--- src/rtl/wb_cache_control.sv ---
// Control FSM for an N-way set-associative, write-back, write-allocate cache.
// Uses tree pseudo-LRU replacement, writes back dirty victims, and keeps saturating hit/miss/write-back counters.
module wb_cache_control #(
    parameter int WAYS  = 4,
    parameter int WAY_W = $clog2(WAYS),
    parameter int CNT_W = 16
) (
    input  logic             clk,
    input  logic             rst,
    input  logic             mem_read,
    input  logic             mem_write,
    output logic             mem_resp,
    input  logic [WAYS-1:0]  hit_vec,
    input  logic [WAYS-1:0]  valid_vec,
    input  logic [WAYS-1:0]  dirty_vec,
    input  logic [WAYS-2:0]  plru_out,
    output logic [WAY_W-1:0] way_sel,
    output logic [WAYS-1:0]  load_tag,
    output logic [WAYS-1:0]  load_data,
    output logic [WAYS-1:0]  load_valid,
    output logic             valid_in,
    output logic [WAYS-1:0]  load_dirty,
    output logic             dirty_in,
    output logic             load_plru,
    output logic [WAYS-2:0]  plru_in,
    output logic             data_src,
    output logic             pmem_addr_sel,
    output logic             pmem_read,
    output logic             pmem_write,
    input  logic             pmem_resp,
    input  logic             cnt_clear,
    output logic [CNT_W-1:0] hit_count,
    output logic [CNT_W-1:0] miss_count,
    output logic [CNT_W-1:0] wb_count
);

    localparam logic [1:0] IDLE       = 2'd0;
    localparam logic [1:0] WRITE_BACK = 2'd1;
    localparam logic [1:0] ALLOCATE   = 2'd2;

    logic [1:0]       state_q, state_d;
    logic [WAY_W-1:0] victim_q, victim_d;
    logic [CNT_W-1:0] hit_count_q, hit_count_d;
    logic [CNT_W-1:0] miss_count_q, miss_count_d;
    logic [CNT_W-1:0] wb_count_q, wb_count_d;

    logic             req;
    logic             hit_inc, miss_inc, wb_inc;
    logic [WAY_W-1:0] hit_way, victim_sel;

    function automatic logic [WAY_W-1:0] lowest_set(input logic [WAYS-1:0] v);
        logic [WAY_W-1:0] r;
        r = '0;
        for (int i = WAYS - 1; i >= 0; i--) begin
            if (v[i]) r = WAY_W'(i);
        end
        return r;
    endfunction

    // Heap-ordered tree: node k lives in bit k-1; a 0 bit points to the lower half.
    function automatic logic [WAY_W-1:0] plru_walk(input logic [WAYS-2:0] tree);
        logic [WAY_W-1:0] v;
        logic             b;
        int               k;
        v = '0;
        k = 1;
        for (int lvl = 0; lvl < WAY_W; lvl++) begin
            b = tree[k-1];
            v[WAY_W-1-lvl] = b;
            k = 2 * k + int'(b);
        end
        return v;
    endfunction

    function automatic logic [WAYS-2:0] plru_update(input logic [WAYS-2:0] tree,
                                                    input logic [WAY_W-1:0] w);
        logic [WAYS-2:0] r;
        logic            b;
        int              k;
        r = tree;
        k = 1;
        for (int lvl = 0; lvl < WAY_W; lvl++) begin
            b = w[WAY_W-1-lvl];
            r[k-1] = ~b;
            k = 2 * k + int'(b);
        end
        return r;
    endfunction

    function automatic logic [WAYS-1:0] way_onehot(input logic [WAY_W-1:0] w);
        return {{(WAYS-1){1'b0}}, 1'b1} << w;
    endfunction

    function automatic logic [CNT_W-1:0] sat_inc(input logic [CNT_W-1:0] c);
        return (&c) ? c : c + 1'b1;
    endfunction

    assign hit_way    = lowest_set(hit_vec);
    assign victim_sel = (&valid_vec) ? plru_walk(plru_out) : lowest_set(~valid_vec);
    // Gating with rst keeps every output quiet while reset is held, even with a request pending.
    assign req        = (mem_read | mem_write) & ~rst;

    always_comb begin
        state_d       = state_q;
        victim_d      = victim_q;
        hit_inc       = 1'b0;
        miss_inc      = 1'b0;
        wb_inc        = 1'b0;
        mem_resp      = 1'b0;
        way_sel       = '0;
        load_tag      = '0;
        load_data     = '0;
        load_valid    = '0;
        valid_in      = 1'b0;
        load_dirty    = '0;
        dirty_in      = 1'b0;
        load_plru     = 1'b0;
        plru_in       = '0;
        data_src      = 1'b0;
        pmem_addr_sel = 1'b0;
        pmem_read     = 1'b0;
        pmem_write    = 1'b0;

        case (state_q)
            IDLE: begin
                if (req && (|hit_vec)) begin
                    mem_resp  = 1'b1;
                    hit_inc   = 1'b1;
                    way_sel   = hit_way;
                    load_plru = 1'b1;
                    plru_in   = plru_update(plru_out, hit_way);
                    if (mem_write) begin
                        load_data  = way_onehot(hit_way);
                        load_dirty = way_onehot(hit_way);
                        dirty_in   = 1'b1;
                    end
                end else if (req) begin
                    miss_inc = 1'b1;
                    victim_d = victim_sel;
                    if (valid_vec[victim_sel] && dirty_vec[victim_sel]) begin
                        state_d = WRITE_BACK;
                    end else begin
                        state_d = ALLOCATE;
                    end
                end
            end
            WRITE_BACK: begin
                pmem_write    = 1'b1;
                pmem_addr_sel = 1'b1;
                way_sel       = victim_q;
                if (pmem_resp) begin
                    wb_inc  = 1'b1;
                    state_d = ALLOCATE;
                end
            end
            ALLOCATE: begin
                pmem_read = 1'b1;
                way_sel   = victim_q;
                if (pmem_resp) begin
                    data_src   = 1'b1;
                    load_data  = way_onehot(victim_q);
                    load_tag   = way_onehot(victim_q);
                    load_valid = way_onehot(victim_q);
                    valid_in   = 1'b1;
                    load_dirty = way_onehot(victim_q);
                    dirty_in   = 1'b0;
                    state_d    = IDLE;
                end
            end
            default: state_d = IDLE;
        endcase
    end

    always_comb begin
        hit_count_d  = hit_inc  ? sat_inc(hit_count_q)  : hit_count_q;
        miss_count_d = miss_inc ? sat_inc(miss_count_q) : miss_count_q;
        wb_count_d   = wb_inc   ? sat_inc(wb_count_q)   : wb_count_q;
        if (cnt_clear) begin
            hit_count_d  = '0;
            miss_count_d = '0;
            wb_count_d   = '0;
        end
    end

    always_ff @(posedge clk or posedge rst) begin
        if (rst) begin
            state_q      <= IDLE;
            victim_q     <= '0;
            hit_count_q  <= '0;
            miss_count_q <= '0;
            wb_count_q   <= '0;
        end else begin
            state_q      <= state_d;
            victim_q     <= victim_d;
            hit_count_q  <= hit_count_d;
            miss_count_q <= miss_count_d;
            wb_count_q   <= wb_count_d;
        end
    end

    assign hit_count  = hit_count_q;
    assign miss_count = miss_count_q;
    assign wb_count   = wb_count_q;

endmodule

--- config.mk ---
export PLATFORM = sky130hd
export DESIGN_NAME = wb_cache_control
export DESIGN_NICKNAME = d
export VERILOG_FILES = /design/src/rtl/wb_cache_control.sv
export SDC_FILE = /design/constraint.sdc
export NUM_CORES = 1
export LEC_CHECK = 0
export CORE_MARGIN = 2
export CORE_UTILIZATION = 48
export DETAILED_ROUTE_END_ITERATION = 8
export PLACE_DENSITY = 0.87
export REMOVE_ABC_BUFFERS = 1
export SYNTH_ARGS = -nofsm -noshare
export SYNTH_HDL_FRONTEND = slang
export SYNTH_SLANG_ARGS = --single-unit
--- constraint.sdc ---
create_clock -name clk -period 2 [get_ports clk]
set_clock_uncertainty 0.1 [all_clocks]
set_input_delay 0.3 -clock clk [delete_from_list [all_inputs] [get_ports clk]]
set_output_delay 0.3 -clock clk [all_outputs]
set_load 0.01 [all_outputs]
==> impl_results.md <==
* Final instance area at around 5000 um^2
* DRC at 0
* Root buffer cell: clkbuf_8
* Fin crit share at 103%
* Syn_area_per_cell at 9.26 um^2
* GP Congestion at a little over 1
* Area Overhead vs Synth at 51.0%
* Nets at 537
* Status: finished, violations left
* Largest net degree at the start of global routing at 53
* Yosys top cell area share at ~39%
* Die footprint at 7670 um^2
* Layout cells sized above 1 at 30.4%
* Synth area leaders: dfrtp_1, xnor2_1, nor2_1
* Netlist cell types at between 50 and 60
* Antenna viol nets, final at 0
* Area leader, netlist: dfrtp_1
* Number of global-route vias before repair at approximately 3.2k
* Yosys warns at 0
* Pwr Density at 527 nW/um^2
* H-tree levels at 2
* Final min period at roughly 2.1 ns
* Post-Synthesis Cells at 362
* R2r worst-path depth at 7
* RSZ-0062 raised after global routing: yes
* Antenna violations before repair at 0
* Top_reg_cell synth: dfrtp_1
* Worst Path Max Fanout at 3
* PnR worst setup slack at -0.0643 ns
* Maxcap violations at 0
* CP startpoint kind: register
* WP data arrival at 1.66 ns
* CTS tree: yes
* Number of hold buffers added after CTS at 0
* DRT iter0 DRCs at 118
* Vias per cell at roughly 5.5
* Pre-antenna DRT Iters at 4
* Hold Violations, Final at 0
* Vias post-DR at ~3.2k
* Core Box Area at 6760 um^2
* Hold Path Class: in2async
* Max Buffers Root-to-Sink at 2
* CTS buffer count at 5
* Fmax at between 400 and 500 MHz
* ANT cells at 0
* # IOs at between 90 and 100
* Max-slew headroom at between 60 and 70%
* Slew Viols, Final at 0
* Final setup vio count at 9
* Critical Path Sink Type: primary output
* Critical path class: reg2out
* Die Y at slightly below 90 um
* Post-Syn Area at approximately 3400 um^2
* Cell row count at 30
* Async SR Flop Fraction at 100%
* Starting Density at around half
* Final Util at between 70% and 80%
* Sequential area share after synthesis at between 30% and 40%
* Worst-Skew Late Latency at around 0.3 ns
* Yosys reg bits at 52
* HPWL Detailed at between 6000 and 7000 um
* IO buf count at 97
* Maximum VDD drop at 0.440 mV
* Violated checks: setup timing
* Post-synth EDFFs at 0
* Leak pwr at ~0.0021 uW
* GRT Residual Overflow at 0
* WL final at approximately 9400 um
* Worst-path clk slew at 0.10 ns
* Die Width at between 80 and 90 um
* Placed instance area at between 4000 and 5000 um^2
* First-pass GRT wire length at ~15000 um
* Worst endpoint required time at around 1.6 ns
* Slew @ Worst Pin at 0.463 ns
* Sink Count at 52
* DR WL/cell at approximately 16 um
* Total power at around 2700 uW
* Gr usage total at a little under a quarter
## logic make-up (layout without fill, tap and decap cells)
family | count (synthesis) | after routing | share of synthesized area, %
and+or+nand+nor | 164 | 164 | 26.5
AOI/OAI and AO/OA | 56 | 56 | 14.4
DFF | 52 | 52 | 38.8
buffers and inverters | 41 | 189 | 6.35
xor gates and xnor gates | 35 | 35 | 9.15
adders and majority gates | 7 | 7 | 2.61
muxes | 7 | 7 | 2.13
## power by group
part	switching [uW]	internal (uW)	leakage, uW
sequential	56.2	1080	0.000723
clock	338	251	0.0000424
combinational	438	508	0.00130
total	832	1840	0.00206
## cells in the final DEF (no fill, tap or decap), drive strengths merged, types with 7 or more instances in the layout
cell type / count
a21oi: 10
and4: 8
buf: 82
clkbuf: 11
clkdlybuf4s50: 62
dfrtp: 52
dlygate4sd2: 9
ha: 7
inv: 20
nand2: 27
nand3: 20
nand4: 13
nor2: 54
nor3: 9
nor4: 15
o21ai: 10
xnor2: 24
xor2: 11
## metrics by stage
step / worst slack, ns / setup TNS [ns] / hold slack (ns) / instances
floorplan: -0.0804 / -0.189 / 0.263 / 341
global placement: -0.466 / -14.82 / 0.426 / 573
detailed placement: -0.546 / -17.09 / 0.446 / 573
CTS: -0.133 / -0.932 / 0.225 / 582
global route: -0.131 / -1.14 / 0.238 / 590
finish: -0.0643 / -0.304 / 0.224 / 590
## cell type report
| type | count | area [um^2] |
|---|---|---|
| timing repair buffer | 161 | 1440 |
| sequential | 52 | 1300 |
| clock inverter | 1 | 8.76 |
| tap | 80 | 100 |
| inverter | 20 | 75.1 |
| clock buffer | 7 | 76.3 |
| multi-input combinational | 269 | 2060 |
| fill | 457 | 1700 |
## cell usage after synthesis (all sizes together), types with 7 or more instances
library cell / n
ha: 7
nor4: 15
nand2: 27
nand4: 13
xor2: 11
nor3: 9
dfrtp: 52
inv: 20
xnor2: 24
buf: 15
o21ai: 10
nand3: 20
a21oi: 10
and4: 8
nor2: 54
## critical path, cell delays in order, from the launching register on
cell and delay [ns]:
dfrtp_1 0.39, inv_2 0.11, ha_4 0.16, nand2_4 0.07, buf_4 0.15, nor3_4 0.19, o21bai_4 0.19, buf_6 0.12
## layer usage
layer | share of wire (%) | track usage, % | vias up
li1 | - | - | 1579
met1 | 41 | 29.0 | 1557
met2 | 52 | 41.9 | 97
met3 | 4.7 | 4.15 | 16
met4 | 2.0 | 8.25 | 0
met5 | 0 | 0 | -
## flip-flops by register name (all words and copies together), names as in the netlist
name / count
hit_count: 16
miss_count: 16
state_q: 2
victim_q: 2
wb_count: 16
## worst paths after layout
kind                                                start                        end  slack (ns)
worst max-delay path               state_q[0]$_DFFE_PP0P_               load_data[0]       -0.06
worst min-delay path                                  rst    wb_count[5]$_DFFE_PP0P_        0.22
worst max register to register    wb_count[1]$_DFFE_PP0P_    wb_count[3]$_DFFE_PP0P_        0.08
worst min register to register  miss_count[9]$_DFFE_PP0P_  miss_count[9]$_DFFE_PP0P_        0.47
max in group asynchronous                             rst  miss_count[3]$_DFFE_PP0P_        1.34
min in group clk                miss_count[9]$_DFFE_PP0P_  miss_count[9]$_DFFE_PP0P_        0.47
## timing repair
action                     CTS  global route
pin swaps                    7            13
buffers inserted             2             8
setup endpoints to repair   33            33
gates resized for setup    103            61
No activity file was read; power rests on OpenSTA's default activity.
==> edit (config.mk and constraints unchanged) <==
Set the parameter `CNT_W` to 20 (it was 16).
--- a/src/rtl/wb_cache_control.sv
+++ b/src/rtl/wb_cache_control.sv
@@ -5,3 +5,3 @@
     parameter int WAY_W = $clog2(WAYS),
-    parameter int CNT_W = 16
+    parameter int CNT_W = 20
 ) (
Interface: changed (resized hit_count, miss_count and wb_count); port bits go from 98 to 110. The function was not compared with the original's and may differ.
==> edit against the unedited design <==
The flow still finishes with violations (setup timing); setup slack lost 0.20 ns; area after synthesis up 18%; clock power grew 97%; synthesized cell count increased by 24%; wire length grew 70%; total power rose by 41%; sequential cell count grew 12; cell count is 28% higher; design area increased by 30%; critical endpoint is now load_data[2]; highest routed layer unchanged.
==> edit: results (changes against the unedited design) <==
Status
  – Status: finished with violations (unchanged)
  – Failing checks: setup timing (unchanged)

Synthesis
  – Compound-cell area share of the yosys netlist: 12.8% (was 14.4%)
  – Mux cell area share after synthesis: 2.66% (was 2.13%)
  – Synthesized area per cell: 8.79 sq um (was 9.26 sq um)
  – Most frequent cells after synthesis: dfrtp_1, nor2_1, nand2_1 (was nor2_1, dfrtp_1, nand2_1)
  – Post-synthesis adder-cell area fraction: 2.22% (was 2.61%)

Worst setup path
  – Critical Path AT: 1.86 ns (was 1.66 ns)
  – CP max stage delay: 0.41 ns (was 0.39 ns)
  – Delay-heaviest family, CP: buffers and inverters (was flip-flops)
  – Critical Path Sink: load_data[2] (was load_data[0])
  – R2R setup slack: -0.10 ns (was 0.08 ns)
  – R2R Path End: hit_count[4] (was wb_count[3])

Route
  – DRT met1 WL: 5660 um (was 3840 um)
  – Pre-Repair DR Iteration Count: 5 (was 4)
  – WL per Instance: 21.1 um (was 15.9 um)
  – Met2 routed wirelength: 8240 um (was 4910 um)
  – Vias: 4776 (was 3249)
  – Met3 routed WL: 1200 um (was 438 um)

CTS
  – Clk_lat worst skew: 0.35 ns (was 0.30 ns)
  – Post-CTS Setup Bufs: 11 (was 2)
  – Reg clk slew, reported paths: 0.08 ns (was 0.10 ns)
  – CTS buffer count: 9 (was 5)
  – Post-CTS Resized: 142 (was 103)

Timing
  – Min setup slack post-route: -0.262 ns (was -0.0643 ns)
  – Worst-margin pin slew: 0.841 ns (was 0.463 ns)
  – Setup violators final: 43 (was 9)

Power
  – Total power: 3.76 mW (was 2.67 mW)
  – NetSw: 1.25 mW (was 832 uW)
  – P_seq: 1.36 mW (was 1.13 mW)
  – Clock group: 1.16 mW (was 589 uW)

Placement
  – Input/output buffers: 109 (was 97)

Min path
  – Hold crit path type: in -> reg (was in -> async)

Layout
  – Area of the multi-input gates: 2680 sq um (was 2060 sq um)
  – Multi-In Gates: 342 (was 269)
  – Share of post-route cells with drive strength above 1: 38.3% (was 30.4%)
  – # nets final: 676 (was 537)
  – Seq/total area: 24.5% (was 25.7%)

Global route
  – Largest net degree at the start of global routing: 65 (was 53)
  – Vias in the first global route: 4272 (was 3179)
  – Global-route wire length before repair: 20900 um (was 14600 um)
[edit: cell count changes after synthesis, sizes merged, moves of 10 or more]
cell	before	now
clkbuf	6	17
nor3	9	20
dfrtp	52	64
xor2	11	1
a21oi	10	29
o31ai	0	10
or3	0	11
[edit: worst register-to-register path: stages, from the launching register on]
cell and delay (ns):
dfrtp_1 0.42, inv_2 0.10, ha_4 0.18, buf_6 0.13
buf_6 0.10, nand3_4 0.08, inv_6 0.10, o21ai_4 0.07
buf_6 0.14, buf_6 0.11, or3_4 0.38, a21oi_2 0.13
[edit: metrics by stage]
step	hold WS (ns)	util, %	setup WS [ns]	TNS, ns	cell area (sq um)
after floorplan	0.263	-	-0.999	-15.70	3770
after global placement	0.455	69.2	-0.551	-22.44	5600
after detailed placement	0.465	69.2	-0.609	-24.81	5600
after CTS	0.394	73.7	-0.216	-0.878	5960
after global routing	0.441	81.1	-0.299	-5.96	6560
final	0.422	81.1	-0.262	-3.44	6560
